### config.mk
export PLATFORM = sky130hd
export DESIGN_NAME = alu_seq_core
export DESIGN_NICKNAME = d
export VERILOG_FILES = /design/src/rtl/alu_pkg.sv /design/src/rtl/alu_seq_core_mul.sv /design/src/rtl/alu_seq_core.sv
export SDC_FILE = /design/constraint.sdc
export NUM_CORES = 1
export LEC_CHECK = 0
export CELL_PAD_IN_SITES_DETAIL_PLACEMENT = 1
export CELL_PAD_IN_SITES_GLOBAL_PLACEMENT = 1
export CORE_UTILIZATION = 47
export CTS_BUF_LIST = sky130_fd_sc_hd__clkbuf_8
export DETAILED_ROUTE_END_ITERATION = 16
export PLACE_DENSITY_LB_ADDON = 0.1
export SYNTH_ARGS = -nofsm -noshare
export SYNTH_HDL_FRONTEND = slang
export SYNTH_SLANG_ARGS = --single-unit
### constraint.sdc
create_clock -name clk -period 3.8 [get_ports clk]
set_clock_uncertainty 0.1 [all_clocks]
set_input_delay 0.76 -clock clk [delete_from_list [all_inputs] [get_ports clk]]
set_output_delay 0.76 -clock clk [all_outputs]
set_load 0.005 [all_outputs]
### src/rtl/alu_pkg.sv
// Shared encodings for the sequential ALU core: op codes, FSM states
// and the flag bit positions used when packing flags onto uio_out.
package alu_pkg;

    localparam logic [2:0] OP_ADD = 3'd0;
    localparam logic [2:0] OP_SUB = 3'd1;
    localparam logic [2:0] OP_AND = 3'd2;
    localparam logic [2:0] OP_OR  = 3'd3;
    localparam logic [2:0] OP_XOR = 3'd4;
    localparam logic [2:0] OP_SHL = 3'd5;
    localparam logic [2:0] OP_SHR = 3'd6;
    localparam logic [2:0] OP_MUL = 3'd7;

    typedef enum logic [1:0] {
        IDLE = 2'd0,
        BUSY = 2'd1,
        DONE = 2'd2
    } state_t;

    // {carry, zero} sit at bits 1:0 to stay compatible with the wrapper
    localparam int FLAG_ZERO  = 0;
    localparam int FLAG_CARRY = 1;
    localparam int FLAG_NEG   = 2;
    localparam int FLAG_OVF   = 3;

endpackage

### src/rtl/alu_seq_core_mul.sv
// Iterative shift-add multiplier: one partial product per cycle,
// WIDTH cycles per product; done marks the final iteration.
module alu_seq_mul
    import alu_pkg::*;
#(
    parameter int WIDTH = 8
) (
    input  logic               clk,
    input  logic               rst_n,
    input  logic               start,
    input  logic [WIDTH-1:0]   a,
    input  logic [WIDTH-1:0]   b,
    output logic               done,
    output logic [2*WIDTH-1:0] product
);

    localparam int CW = $clog2(WIDTH + 1);

    logic [2*WIDTH-1:0] acc;
    logic [2*WIDTH-1:0] mcand;
    logic [2*WIDTH-1:0] acc_next;
    logic [WIDTH-1:0]   mplier;
    logic [CW-1:0]      cnt;
    logic               busy;

    // product is the accumulator after the current iteration, so the
    // core can capture it on the same edge that retires the last step
    assign acc_next = acc + (mplier[0] ? mcand : '0);
    assign product  = acc_next;
    assign done     = busy && (cnt == CW'(1));

    always_ff @(posedge clk or negedge rst_n) begin
        if (!rst_n) begin
            acc    <= '0;
            mcand  <= '0;
            mplier <= '0;
            cnt    <= '0;
            busy   <= 1'b0;
        end else if (start) begin
            acc    <= '0;
            mcand  <= {{WIDTH{1'b0}}, a};
            mplier <= b;
            cnt    <= CW'(WIDTH);
            busy   <= 1'b1;
        end else if (busy) begin
            acc    <= acc_next;
            mcand  <= mcand << 1;
            mplier <= mplier >> 1;
            cnt    <= cnt - CW'(1);
            if (cnt == CW'(1)) begin
                busy <= 1'b0;
            end
        end
    end

endmodule

### src/rtl/alu_seq_core.sv
// Registered ALU with valid/ready handshakes on both sides; single-cycle
// ops complete on the accept edge, MUL runs through the iterative unit.
module alu_seq_core
    import alu_pkg::*;
#(
    parameter int WIDTH = 8
) (
    input  logic             clk,
    input  logic             rst_n,
    input  logic             in_valid,
    output logic             in_ready,
    input  logic [WIDTH-1:0] a,
    input  logic [WIDTH-1:0] b,
    input  logic [2:0]       op,
    output logic             out_valid,
    input  logic             out_ready,
    output logic [WIDTH-1:0] result,
    output logic             flag_zero,
    output logic             flag_carry,
    output logic             flag_neg,
    output logic             flag_ovf
);

    localparam int SHW = $clog2(WIDTH);

    state_t             state;
    logic [3:0]         flags;
    logic [WIDTH-1:0]   alu_res;
    logic               alu_c;
    logic               alu_v;
    logic [SHW-1:0]     sh;
    logic [WIDTH:0]     sum;
    logic [WIDTH:0]     diff;
    logic [2*WIDTH-1:0] shl_w;
    logic [2*WIDTH-1:0] shr_w;
    logic               mul_start;
    logic               mul_done;
    logic [2*WIDTH-1:0] mul_prod;

    function automatic logic [3:0] pack_flags(
        input logic [WIDTH-1:0] res,
        input logic             c,
        input logic             v
    );
        logic [3:0] f;
        f             = '0;
        f[FLAG_ZERO]  = (res == '0);
        f[FLAG_CARRY] = c;
        f[FLAG_NEG]   = res[WIDTH-1];
        f[FLAG_OVF]   = v;
        return f;
    endfunction

    assign flag_zero  = flags[FLAG_ZERO];
    assign flag_carry = flags[FLAG_CARRY];
    assign flag_neg   = flags[FLAG_NEG];
    assign flag_ovf   = flags[FLAG_OVF];

    // widened shifts expose the last bit shifted out at bit WIDTH / WIDTH-1
    always_comb begin
        alu_res = '0;
        alu_c   = 1'b0;
        alu_v   = 1'b0;
        sh      = b[SHW-1:0];
        sum     = {1'b0, a} + {1'b0, b};
        diff    = {1'b0, a} - {1'b0, b};
        shl_w   = {{WIDTH{1'b0}}, a} << sh;
        shr_w   = {a, {WIDTH{1'b0}}} >> sh;
        unique case (op)
            OP_ADD: begin
                alu_res = sum[WIDTH-1:0];
                alu_c   = sum[WIDTH];
                alu_v   = (a[WIDTH-1] == b[WIDTH-1])
                       && (sum[WIDTH-1] != a[WIDTH-1]);
            end
            OP_SUB: begin
                alu_res = diff[WIDTH-1:0];
                alu_c   = diff[WIDTH];
                alu_v   = (a[WIDTH-1] != b[WIDTH-1])
                       && (diff[WIDTH-1] != a[WIDTH-1]);
            end
            OP_AND: alu_res = a & b;
            OP_OR:  alu_res = a | b;
            OP_XOR: alu_res = a ^ b;
            OP_SHL: begin
                alu_res = shl_w[WIDTH-1:0];
                alu_c   = shl_w[WIDTH];
            end
            OP_SHR: begin
                alu_res = shr_w[2*WIDTH-1:WIDTH];
                alu_c   = shr_w[WIDTH-1];
            end
            OP_MUL: alu_res = '0;
        endcase
    end

    assign mul_start = (state == IDLE) && in_valid && (op == OP_MUL);

    alu_seq_mul #(
        .WIDTH(WIDTH)
    ) u_mul (
        .clk    (clk),
        .rst_n  (rst_n),
        .start  (mul_start),
        .a      (a),
        .b      (b),
        .done   (mul_done),
        .product(mul_prod)
    );

    always_ff @(posedge clk or negedge rst_n) begin
        if (!rst_n) begin
            state     <= IDLE;
            in_ready  <= 1'b1;
            out_valid <= 1'b0;
            result    <= '0;
            flags     <= '0;
        end else begin
            unique case (state)
                IDLE: begin
                    if (in_valid) begin
                        in_ready <= 1'b0;
                        if (op == OP_MUL) begin
                            state <= BUSY;
                        end else begin
                            state     <= DONE;
                            out_valid <= 1'b1;
                            result    <= alu_res;
                            flags     <= pack_flags(alu_res, alu_c, alu_v);
                        end
                    end
                end
                BUSY: begin
                    if (mul_done) begin
                        state     <= DONE;
                        out_valid <= 1'b1;
                        result    <= mul_prod[WIDTH-1:0];
                        flags     <= pack_flags(mul_prod[WIDTH-1:0],
                                                |mul_prod[2*WIDTH-1:WIDTH],
                                                1'b0);
                    end
                end
                DONE: begin
                    if (out_ready) begin
                        state     <= IDLE;
                        out_valid <= 1'b0;
                        in_ready  <= 1'b1;
                    end
                end
                default: state <= IDLE;
            endcase
        end
    end

endmodule

# Word level (Yosys, flattened, before mapping)

Cells that the tools add are included.

Add/subtract/negate cells: 4
Eq/ne operators: 18
Shift-type cells: 2
Muxes and demuxes: 36
Bitwise operators: 3
Reduce and logical (&&, ||, !) cells: 18

Operators by type and width:

| kind                                                 | count |
|---|---|
| 2-to-1 mux 16 bit                                    | 5 |
| one-hot mux 8 bit (8 select lines)                   | 1 |
| 2-to-1 mux 8 bit                                     | 5 |
| 2-to-1 mux 4 bit                                     | 5 |
| adder 16 bit                                         | 1 |
| logical NOT 8 bit                                    | 2 |
| one-hot mux 8 bit (2 select lines)                   | 1 |
| >> shifter 16 x 3 -> 16 bit                          | 1 |
| equality test 3 bit (second input constant)          | 4 |
| adder 8 x 8 -> 9 bit                                 | 1 |
| 2-to-1 mux 1 bit                                     | 9 |
| << shifter 8 x 3 -> 9 bit                            | 1 |
| subtractor 8 x 8 -> 9 bit                            | 1 |
| bitwise AND 8 bit                                    | 1 |
| 2-to-1 mux 2 bit                                     | 4 |
| inequality test 2 bit (second input constant)        | 4 |
| bitwise OR 8 bit                                     | 1 |
| one-hot mux 4 bit (2 select lines)                   | 1 |
| OR reduction 8 bit                                   | 1 |
| bitwise XOR 8 bit                                    | 1 |
| equality test 3 x 2 -> 1 bit (second input constant) | 2 |
| one-hot mux 2 bit (3 select lines)                   | 1 |
| AND reduction 3 bit                                  | 2 |
| nonzero test 2 bit                                   | 3 |
| other kinds (16)                                     | 23 |

Flip-flop bits (word level): 61
Input port bits: 23
Output and inout port bits: 14
Word-level logic and storage cells: 91

# Depth between registers and ports, before layout

Gate-level depths: netlist (run 1).

Depth in word-level cells: 7
Mapped depth: 12

# Cells and area by module

Synthesis (run 1) repeated with hierarchy kept, for this count alone.

Cells, all modules: 623
Area total of the unflattened synthesis: 5496.5 sq um

By module, submodules not included:

| module       | instances | cells an instance | area an instance (sq um) |
|---|---|---|---|
| alu_seq_mul  | 1         | 296               | 2882.8 |
| alu_seq_core | 1         | 327               | 2613.8 |

# Worst setup path after synthesis (run 1)

OpenSTA, ideal clock, no wires.

Path type: input to register
Start point: input port a[0]
End point: register flags[0]
Library setup time: 76 ps
Arrival time: 2968 ps
Data required time: 3624 ps
Setup slack: 656 ps
Stages on the path: 11
Path buffers: 0
Cells stage by stage: inv_1 ha_1 fa_1 o21bai_1 a21oi_1 o31ai_1 xnor2_1 o21ai_1 a22o_1 or4_1 o21ai_1

Word-level cells in the longest chain between the ends: 6

Ends and longest elaborated chain:

| element                                           | RTL line            | source |
|---|---|---|
| from (decl)                                       | alu_seq_core.sv:12  | `input logic [WIDTH-1:0] a,` |
| subtractor 8 x 8 -> 9 bit (tied with other cells) | alu_seq_core.sv:66  | `diff = {1'b0, a} - {1'b0, b};` |
| one-hot mux 8 bit (8 select lines) (*)            | alu_seq_core.sv:69  | `unique case (op)` |
| logical NOT 8 bit (*)                             | alu_seq_core.sv:47  | `f[FLAG_ZERO] = (res == '0);` |
| 2-to-1 mux 4 bit (*)                              | alu_seq_core.sv:123 | `if (op == OP_MUL) begin` |
| 2-to-1 mux 4 bit (*)                              | alu_seq_core.sv:121 | `if (in_valid) begin` |
| one-hot mux 4 bit (2 select lines) (*)            | alu_seq_core.sv:119 | `unique case (state)` |
| to (signal assigned)                              | alu_seq_core.sv:129 | `flags <= pack_flags(alu_res, alu_c, alu_v);` |
| to (signal assigned)                              | alu_seq_core.sv:138 | `flags <= pack_flags(mul_prod[WIDTH-1:0],` |
| to (decl)                                         | alu_seq_core.sv:27  | `logic [3:0] flags;` |

Every way passes the cells marked *; elsewhere a longest branch is shown, timed or not. The select of a mux whose other input is x is not followed.
A chain may end at the register's enable or synchronous reset.

# Worst setup path in the final report (run 1)

Ends and elaborated chain as after synthesis.

==> impl_metrics.env, run 1 <==
export IMPL_clk_pin_slew_worst_paths_ns=0.07
export IMPL_critical_path_slowest_cell="or4_1"
export IMPL_antenna_found_initial=0
export IMPL_synth_nets=666
export IMPL_slew_headroom=0.355
export IMPL_endpoint_kind="register"
export IMPL_drc=0
export IMPL_power_mw=3.46
export IMPL_die_width_um=106
export IMPL_cts_root_buf="clkbuf_8"
export IMPL_arrival_ns=3.75
export IMPL_met2_usage=0.483
export IMPL_hp_start="result[3]"
export IMPL_worst_ep_required_time_ns=3.97
export IMPL_grt_use_met3=0.0441
export IMPL_ios=37
export IMPL_crit_top_cell="o21ai_1"
export IMPL_htreeDepth=3
export IMPL_powerDensity_mw_per_mm2=577
export IMPL_use_met1=0.389
export IMPL_layout_min_cycle_time_ns=3.57
export IMPL_r2r_end="flags[1]"
export IMPL_tightest_slew_ns=0.968
export IMPL_clkSinkCount=60
export IMPL_postCtsSetupBuffers=0
export IMPL_hold_viol=0
export IMPL_irDropWorstVdd_mv=0.393
export IMPL_ant_nets=0
export IMPL_critical_path_endpoint="flags[0]"
export IMPL_synthDistinctLibCells=65
export IMPL_first_pass_iters=5
export IMPL_async_flop_share=1.00
export IMPL_grt_max_degree=63
export IMPL_ys_ff_latch=60
export IMPL_start_util=0.489
export IMPL_leakagePower_nw=2.83
export IMPL_synth_area_mm2=0.00509
export IMPL_grt_pass1_wl_um=25500
export IMPL_grt_pass1_vias=4945
export IMPL_numCtsBuffers=9
export IMPL_ys_seq_area_frac=0.295
export IMPL_crit_type="primary input to register"
export IMPL_overflow=0
export IMPL_cp_depth=13
export IMPL_reg2reg_from="u_mul.mplier[0]"
export IMPL_cp_slowest_stage_delay_ns=0.52
export IMPL_crit_start="a[0]"
export IMPL_finalSetupViolCount=0
export IMPL_portBuffers=36
export IMPL_vias=4699
export IMPL_yosys_warnings=0
export IMPL_path_buf_inv=3
export IMPL_cts_buffer_depth=2
export IMPL_n_antenna_cell=0
export IMPL_worstHoldPathType="register to register"
export IMPL_grt_setup_unrepaired="false"
export IMPL_placement_cell_area_mm2=0.00580
export IMPL_drt_iter0_markers=257
export IMPL_drv_slew=0
export IMPL_multi_input_area_mm2=0.00332
export IMPL_cp_start_kind="primary input"
export IMPL_finalCritPeriodShare=0.940
export IMPL_coreArea_mm2=0.0104
export IMPL_r2r_cells=11
export IMPL_final_cells=791
export IMPL_outcome="finished, final reports clean"
export IMPL_worstPathMaxFanout=2
export IMPL_clock_fmax_mhz=280
export IMPL_die_area_mm2=0.0113
export IMPL_track_usage=0.291
export IMPL_placed_cells=775
export IMPL_ctsResizeCount=0
export IMPL_nFillCells=1263
export IMPL_syn_inst=598
export IMPL_r2r_slack_ns=0.42
export IMPL_final_cell_area_mm2=0.00600
export IMPL_cts_hold_buf=0
export IMPL_busiest_layer="met2"
export IMPL_cts_tree="done"
export IMPL_synth_edf_count=0
export IMPL_routed_wl_um=15300
export IMPL_ys_flop_type="dfrtp_1"
export IMPL_insertion_delay_ns=0.35
export IMPL_path_cells="clkdlybuf4s50_1, inv_1, ha_1, fa_1, o21bai_1, a21oi_1, o31ai_1, buf_4, xnor2_1, o21ai_1, a22o_1, or4_1, o21ai_1"
export IMPL_fin_nets=718
export IMPL_vias_per_cell=5.94
export IMPL_crit_family="compound AO/OA/AOI/OAI gates"
export IMPL_synth_avg_cell_area_um2=8.51
export IMPL_rows=37
export IMPL_fp_dieH_um=106
export IMPL_seqCellArea_mm2=0.00150
export IMPL_post_drt_wl_per_cell_um=19.3
export IMPL_drv_cap=0
export IMPL_gp_congestion=0.926
export IMPL_hold_path_depth=1
export IMPL_syn2layout_area_growth_pct=17.8
export IMPL_place_hpwl_um=11700
export IMPL_drive_gt1_frac=0.108
==> area by class of cell <==
| type | instances | area share |
|---|---|---|
| sequential | 60 | 0.251 |
| clock buffer | 11 | 0.0252 |
| timing repair buffer | 75 | 0.112 |
| inverter | 33 | 0.0206 |
| clock inverter | 5 | 0.00876 |
| multi-input combinational | 471 | 0.554 |
| tap | 136 | 0.0284 |
==> where the power goes <==
part / internal, mW / switching, mW / leakage [nW]
combinational: 0.795 / 0.936 / 1.97
clock: 0.334 / 0.264 / 0.104
sequential: 0.928 / 0.206 / 0.757
total: 2.06 / 1.41 / 2.83
==> layer usage <==
metal	up-vias	wire, um
li1	2221	-
met1	2315	7070
met2	142	7180
met3	21	754
met4	0	274
met5	-	0
==> kinds of logic after synthesis <==
| family | synth area share |
|---|---|
| buf+inv | 0.0528 |
| simple gates | 0.167 |
| mux | 0.125 |
| fa+ha+maj | 0.115 |
| flops | 0.295 |
| compound gates | 0.199 |
| xor+xnor | 0.0464 |
==> synth_stat cells, types with 6 or more instances <==
library cell,count,area [um^2]
nor3_1,9,45.0
nand3_1,7,35.0
nor2_1,64,240
xor2_1,8,70.1
xnor2_1,19,166
nand2b_1,12,75.1
a211oi_1,20,150
a21o_1,11,82.6
o21ai_0,39,195
mux2i_1,52,521
o21bai_1,6,45.0
nand2_1,47,176
ha_1,42,526
and2_1,15,93.8
inv_1,31,116
dfrtp_1,59,1480
clkbuf_1,26,97.6
a21oi_1,40,200
==> through the flow <==
stage / hold WS (ns) / setup TNS, ns / utilization / setup slack [ns]
final: 0.382 / 0 / 0.576 / 0.226
after global routing: 0.401 / 0 / 0.576 / 0.0928
after CTS: 0.384 / 0 / 0.576 / 0.249
after detailed placement: 0.368 / -0.115 / 0.556 / -0.115
after global placement: 0.361 / -0.0136 / 0.556 / -0.0136
after floorplan: 0.364 / 0 / - / 0.656
==> worst reg2reg max path: cells and delay by family (launching register included) <==
family          cells  cell delay [ns]
flops               1             0.45
compound gates      5             1.27
fa+ha+maj           2             0.65
simple gates        3             0.61
xor+xnor            1             0.16
==> how the worst min path moves through the flow <==
stage | endpoint | slack (ns)
final | result[3] | 0.38
after global routing | result[3] | 0.40
after detailed placement | result[3] | 0.37
after global placement | result[3] | 0.36
after CTS | result[3] | 0.38
after floorplan | flags[0] | 0.36
==> sequential cells by signal, summed over array words and instances, names as in the netlist <==
| register | flops |
|---|---|
| u_mul.acc | 16 |
| u_mul.mcand | 16 |
| u_mul.mplier | 8 |
| result | 7 |
| flags | 4 |
| u_mul.cnt | 4 |
| state | 2 |
| in_ready | 1 |
| out_valid | 1 |
| u_mul.busy | 1 |
==> placed cells by master, fill, tap and decap left out, types with 4 or more instances in the layout <==
cell and n:
a221o_1 4, nor4_1 4, and2_1 15, clkdlybuf4s50_1 35
nand2_1 47, a21o_1 11, o21bai_1 6, nor2_1 64
a31oi_1 4, a21oi_1 40, xor2_1 8, o21ai_1 4
nand2b_1 12, clkbuf_8 11, dfrtp_1 58, nor3_1 8
inv_1 33, o22ai_1 5, o21ai_0 39, ha_1 42
xnor2_1 19, a211oi_1 20, nand3_1 7, mux2i_1 52
buf_4 37
(Power assumes the default switching activity.)
==> run 2, diff against run 1 <==
==> constraint.sdc (replaced) <==
create_clock -name clk -period 3.6 [get_ports clk]
set_clock_uncertainty 0.1 [all_clocks]
set_input_delay 0.72 -clock clk [delete_from_list [all_inputs] [get_ports clk]]
set_output_delay 0.72 -clock clk [all_outputs]
set_load 0.005 [all_outputs]
==> run 2 against run 1 <==
Against the previous run:
- die area stayed put
- hold slack better by 0.016 ns
- power is 9.1% higher
- clock power is 15% higher
- critical endpoint unchanged
- first-iteration DRC count is 1.2% higher
- register-to-register slack worse by 0.17 ns
- largest power group unchanged
- critical path depth stayed put
- non-clock buffer count is 20 higher
==> impl_metrics.env, run 2 (synthesized netlist as in run 1, its figures left out) <==
export IMPL_postCtsSetupBuffers=0
export IMPL_p_switching_mw=1.53
export IMPL_cts_tree="done"
export IMPL_hold_path_depth=2
export IMPL_crit_start="a[0]"
export IMPL_drive_gt1_frac=0.136
export IMPL_final_cell_area_mm2=0.00618
export IMPL_gp_congestion=0.922
export IMPL_ctsResizeCount=0
export IMPL_die_width_um=106
export IMPL_hp_start="result[6]"
export IMPL_finalCritPeriodShare=0.960
export IMPL_cts_hold_buf=0
export IMPL_reg_top3="u_mul.acc x16, u_mul.mcand x16, u_mul.mplier x8"
export IMPL_grt_pass1_vias=4930
export IMPL_drc=0
export IMPL_drv_cap=0
export IMPL_tightest_slew_ns=1.09
export IMPL_cp_start_kind="primary input"
export IMPL_cts_root_buf="clkbuf_8"
export IMPL_power_internal_mw=2.25
export IMPL_htreeDepth=3
export IMPL_r2r_cells=11
export IMPL_ios=37
export IMPL_p_seq_frac=0.317
export IMPL_insertion_delay_ns=0.34
export IMPL_start_util=0.489
export IMPL_finalSetupViolCount=0
export IMPL_mostFrequentLayoutCell="nor2_1"
export IMPL_clock_fmax_mhz=289
export IMPL_numCtsBuffers=9
export IMPL_reg2reg_from="u_mul.mplier[0]"
export IMPL_vias_per_cell=5.83
export IMPL_leakagePower_nw=2.94
export IMPL_clkSinkCount=60
export IMPL_combPwrFrac=0.501
export IMPL_place_hpwl_um=12300
export IMPL_cts_buffer_depth=2
export IMPL_arrival_ns=3.63
export IMPL_cp_slowest_stage_delay_ns=0.52
export IMPL_crit_top_cell="o21ai_1"
export IMPL_post_drt_wl_per_cell_um=19.8
export IMPL_placed_cells=795
export IMPL_n_antenna_cell=0
export IMPL_fp_dieH_um=106
export IMPL_layout_common_cells="64 x nor2_1, 58 x dfrtp_1, 56 x buf_4"
export IMPL_path_cells="clkdlybuf4s50_1, inv_1, ha_1, fa_2, o21bai_1, a21oi_1, o31ai_1, buf_4, xnor2_1, o21ai_1, a22o_1, or4_1, o21ai_1"
export IMPL_worst_ep_required_time_ns=3.77
export IMPL_grt_max_degree=63
export IMPL_critical_path_slowest_cell="or4_1"
export IMPL_grt_setup_unrepaired="false"
export IMPL_antenna_found_initial=0
export IMPL_routed_wl_um=16100
export IMPL_clk_pin_slew_worst_paths_ns=0.07
export IMPL_worstHoldPathType="register to register"
export IMPL_vias=4726
export IMPL_first_pass_iters=5
export IMPL_portBuffers=36
export IMPL_use_met1=0.405
export IMPL_rows=37
export IMPL_grt_use_met3=0.0497
export IMPL_powerDensity_mw_per_mm2=612
export IMPL_slew_headroom=0.276
export IMPL_syn2layout_area_growth_pct=21.4
export IMPL_coreArea_mm2=0.0104
export IMPL_layout_min_cycle_time_ns=3.45
export IMPL_busiest_layer="met2"
export IMPL_met2_usage=0.502
export IMPL_clkPwrFrac=0.182
export IMPL_drt_iter0_markers=260
export IMPL_final_cells=811
export IMPL_placement_cell_area_mm2=0.00596
export IMPL_ant_nets=0
export IMPL_track_usage=0.299
export IMPL_fin_nets=738
export IMPL_grt_pass1_wl_um=26100
export IMPL_endpoint_kind="register"
export IMPL_die_area_mm2=0.0113
export IMPL_crit_type="primary input to register"
export IMPL_hold_viol=0
export IMPL_overflow=0
export IMPL_irDropWorstVdd_mv=0.636
export IMPL_worstPathMaxFanout=2
export IMPL_outcome="finished, final reports clean"
export IMPL_swShare=0.405
export IMPL_drv_slew=0
-- run 2: area by class of cell --
type                    instances  area (um^2)
clock inverters                 6         80.1
fillers                      1234         4240
inverters                      33          124
clock buffers                  10          138
well taps                     136          170
flip-flops and latches         60         1500
repair buffers                 95          836
multi-input cells             471         3330
-- run 2: power groups by stage --
stage | clock network (mW) | registers (mW) | logic, mW
3_5_place_dp | 0 | 1.21 | 1.87
2_1_floorplan | 0 | 1.14 | 1.26
5_1_grt | 0.728 | 1.23 | 2.09
6_report | 0.689 | 1.20 | 1.89
3_3_place_gp | 0 | 1.18 | 1.77
4_1_cts | 0.702 | 1.20 | 1.89
-- run 2: worst max-delay path, delay by kind of cell --
kind / cells / cell delay [ns]
xor gates and xnor gates: 1 / 0.11
AOI/OAI and AO/OA: 6 / 0.98
adders and majority gates: 2 / 0.60
and+or+nand+nor: 1 / 0.52
buffers and inverters: 3 / 0.71
-- run 2: routing by layer --
layer / up-vias / share of wire
met2: 115 / 0.48
li1: 2262 / -
met1: 2341 / 0.47
met3: 8 / 0.043
met5: - / 0
met4: 0 / 0.0085
-- run 2: worst paths after layout --
| check | end | slack, ns |
|---|---|---|
| max in group asynchronous | u_mul.mcand[0] | 2.15 |
| worst min-delay path | result[6] | 0.40 |
| min in group asynchronous | u_mul.cnt[2] | 0.48 |
| worst max-delay path | flags[0] | 0.15 |
| worst max register to register | flags[1] | 0.25 |
| worst min register to register | result[6] | 0.40 |
-- run 2: per-stage QoR --
step | setup WS [ns] | TNS, ns | hold slack [ns] | utilization | power [mW]
floorplan | 0.496 | 0 | 0.324 | - | 2.40
global placement | -0.177 | -0.177 | 0.361 | 0.572 | 2.96
detailed placement | -0.283 | -0.647 | 0.383 | 0.572 | 3.08
CTS | 0.0889 | 0 | 0.400 | 0.593 | 3.79
global route | 0.0236 | 0 | 0.430 | 0.593 | 4.05
finish | 0.146 | 0 | 0.398 | 0.593 | 3.78
==> variant: new RTL, config.mk and constraints of run 1 <==
Put a register stage on the outputs `flag_zero`, `flag_carry`, `flag_neg` and `flag_ovf`, without a reset. The values now appear one clock later. The other outputs are not delayed to match.
--- a/src/rtl/alu_seq_core.sv
+++ b/src/rtl/alu_seq_core.sv
@@ -53,6 +53,8 @@
 
-    assign flag_zero  = flags[FLAG_ZERO];
-    assign flag_carry = flags[FLAG_CARRY];
-    assign flag_neg   = flags[FLAG_NEG];
-    assign flag_ovf   = flags[FLAG_OVF];
+    always_ff @(posedge clk) begin
+        flag_zero  <= flags[FLAG_ZERO];
+        flag_carry <= flags[FLAG_CARRY];
+        flag_neg   <= flags[FLAG_NEG];
+        flag_ovf   <= flags[FLAG_OVF];
+    end
 
Behaviour: not the same (a bounded check fails within 4 cycles, from zero or initial values and one cycle with rst_n low).
==> variant against run 1 <==
Sequential share of layout area increased by 0.26 points; sequential cell count grew 4; total power rose by 3.9%; worst setup slack gained 270 ps; clock power rose by 23%; routed wire length is 12% higher; area after synthesis rose by 5.2%; non-clock buffer count shrank 7; cell area grew 4.3%.
==> variant: results (changes against run 1) <==
Placed design:
- The weighted congestion reported at the end of routability-driven placement was 0.919 (-0.80%).
- The number of placed instances, taps included is 800 (+3.2%).
- The post-place instance area is 0.00601 mm2 (+3.7%).
- The HPWL after detailed placement is 13.3 mm (+14%).

GRT:
- The maximum number of pins on one net before global-route repair came to 60 (-4.8%).
- The via count of the first global-routing pass is 5,096 (+3.1%).
- The global-route wire length before repair is 27.5 mm (+7.8%).
- The overall global routing resource usage is 0.310 (+0.0195).

Layout:
- The register area is 0.00158 mm2 (+5.3%).
- The number of filler cells placed in the layout came to 1,305 (+3.3%).
- The layout cell share with drive strength beyond 1 came to 0.105 (-0.00337).

Power:
- The leakage power figure came to 2.88 nW (+1.5%).
- The peak supply drop came to 0.000483 V (+23%).

Timing:
- The worst slew margin relative to its limit is 0.337 (-0.0182).

Die:
- The initial core utilization is 0.488 (-0.00119).

Yosys:
- The sequential cell area fraction in the yosys report is 0.296 (+0.000402).
- The synthesized instance count is 623 (+4.2%).
- The count of cell types in the netlist was 77 (+18%).
- The net count after synthesis is 691 (+3.8%).
- Yosys attributes the largest share of cell area to sky130_fd_sc_hd__dfrtp_1 28%, sky130_fd_sc_hd__ha_1 9.8%, sky130_fd_sc_hd__mux2i_1 8.6%, sky130_fd_sc_hd__nand2_1 4.0%, sky130_fd_sc_hd__nor2_1 3.9%.
- By count the netlist is led by 59 x sky130_fd_sc_hd__dfrtp_1, 57 x sky130_fd_sc_hd__nand2_1, 56 x sky130_fd_sc_hd__nor2_1.

Routing:
- The iteration-0 DRC count of the detailed router is 276 (+7.4%).
- The count of TritonRoute iterations in the first routing pass is 4 (-1).
- The via count of the routed design was 4,921 (+4.7%).
- The final wirelength came to 17.1 mm (+12%).
- The mean number of vias per cell is 6.03 (+1.5%).

Setup path:
- The data arrival time of the critical path came to 3480 ps (-270 ps).
- The worst-path maximum fanout is 3 (+1).

Clocking:
- The insertion delay of the later-clocked pin in the worst-skew pair is 370 ps (+20 ps).
- The total CTS buffers is 9 (unchanged).

Outcome:
- The run finished with clean final reports.
## variant: cell types whose count changed after synthesis, sizes merged, moves of 5 or more
cell    delta
a21oi      -6
clkbuf     -9
a211o      +5
o31ai      +5
nor2       -8
buf        +6
nand2     +10
a211oi     -6
mux2i      -6
## variant: routing by layer
| layer | wire, um | global-route usage | up-vias |
|---|---|---|---|
| li1 | - | - | 2336 |
| met1 | 7660 | 0.393 | 2464 |
| met2 | 8250 | 0.521 | 94 |
| met3 | 744 | 0.0652 | 27 |
| met4 | 413 | 0.109 | 0 |
| met5 | 0 | 0 | - |
## variant: logic make-up after synthesis
| kind of cell | count (synthesis) | synth area share |
|---|---|---|
| simple gates | 203 | 0.184 |
| xor+xnor | 22 | 0.0360 |
| fa+ha+maj | 45 | 0.109 |
| mux | 52 | 0.105 |
| buf+inv | 68 | 0.0540 |
| flops | 64 | 0.296 |
| compound gates | 169 | 0.216 |
## variant: report_power, final
part	switching [mW]	internal, mW
clock network	0.287	0.451
logic	0.916	0.743
registers	0.238	0.962
## variant: final timing paths
check | from | to | slack (ps) | cells past startpoint
setup / recovery | a[0] | flags[0] | 490 | 11
hold / removal | flags[1] | flag_carry | 280 | 0
setup reg to reg | u_mul.mcand[0] | flags[1] | 680 | 10
hold reg to reg | flags[1] | flag_carry | 280 | 0
max in group asynchronous | rst_n | u_mul.mcand[8] | 2310 | 2
min in group asynchronous | rst_n | u_mul.acc[13] | 460 | 1
## variant: worst max-delay path, stage by stage
cell and delay [ps]:
sky130_fd_sc_hd__clkdlybuf4s50_1 510, sky130_fd_sc_hd__inv_1 80, sky130_fd_sc_hd__ha_1 250, sky130_fd_sc_hd__fa_1 420
sky130_fd_sc_hd__o21bai_1 240, sky130_fd_sc_hd__a21oi_1 160, sky130_fd_sc_hd__o31a_1 290, sky130_fd_sc_hd__or2_2 280
sky130_fd_sc_hd__a21boi_1 180, sky130_fd_sc_hd__o21bai_1 110, sky130_fd_sc_hd__o31ai_1 190
## variant: area by class of cell
class | count | share of cell area
clock buffer | 10 | 0.0220
clock inverter | 6 | 0.0172
inverter | 37 | 0.0222
multi-input combinational | 491 | 0.558
sequential | 64 | 0.253
tap | 140 | 0.0280
timing repair buffer | 68 | 0.0992
## variant: per-stage QoR
| stage | setup slack (ps) | utilization |
|---|---|---|
| global placement | 229 | 0.547 |
| global route | 351 | 0.569 |
| CTS | 551 | 0.569 |
| detailed placement | 166 | 0.547 |
| finish | 493 | 0.569 |
| floorplan | 648 | - |
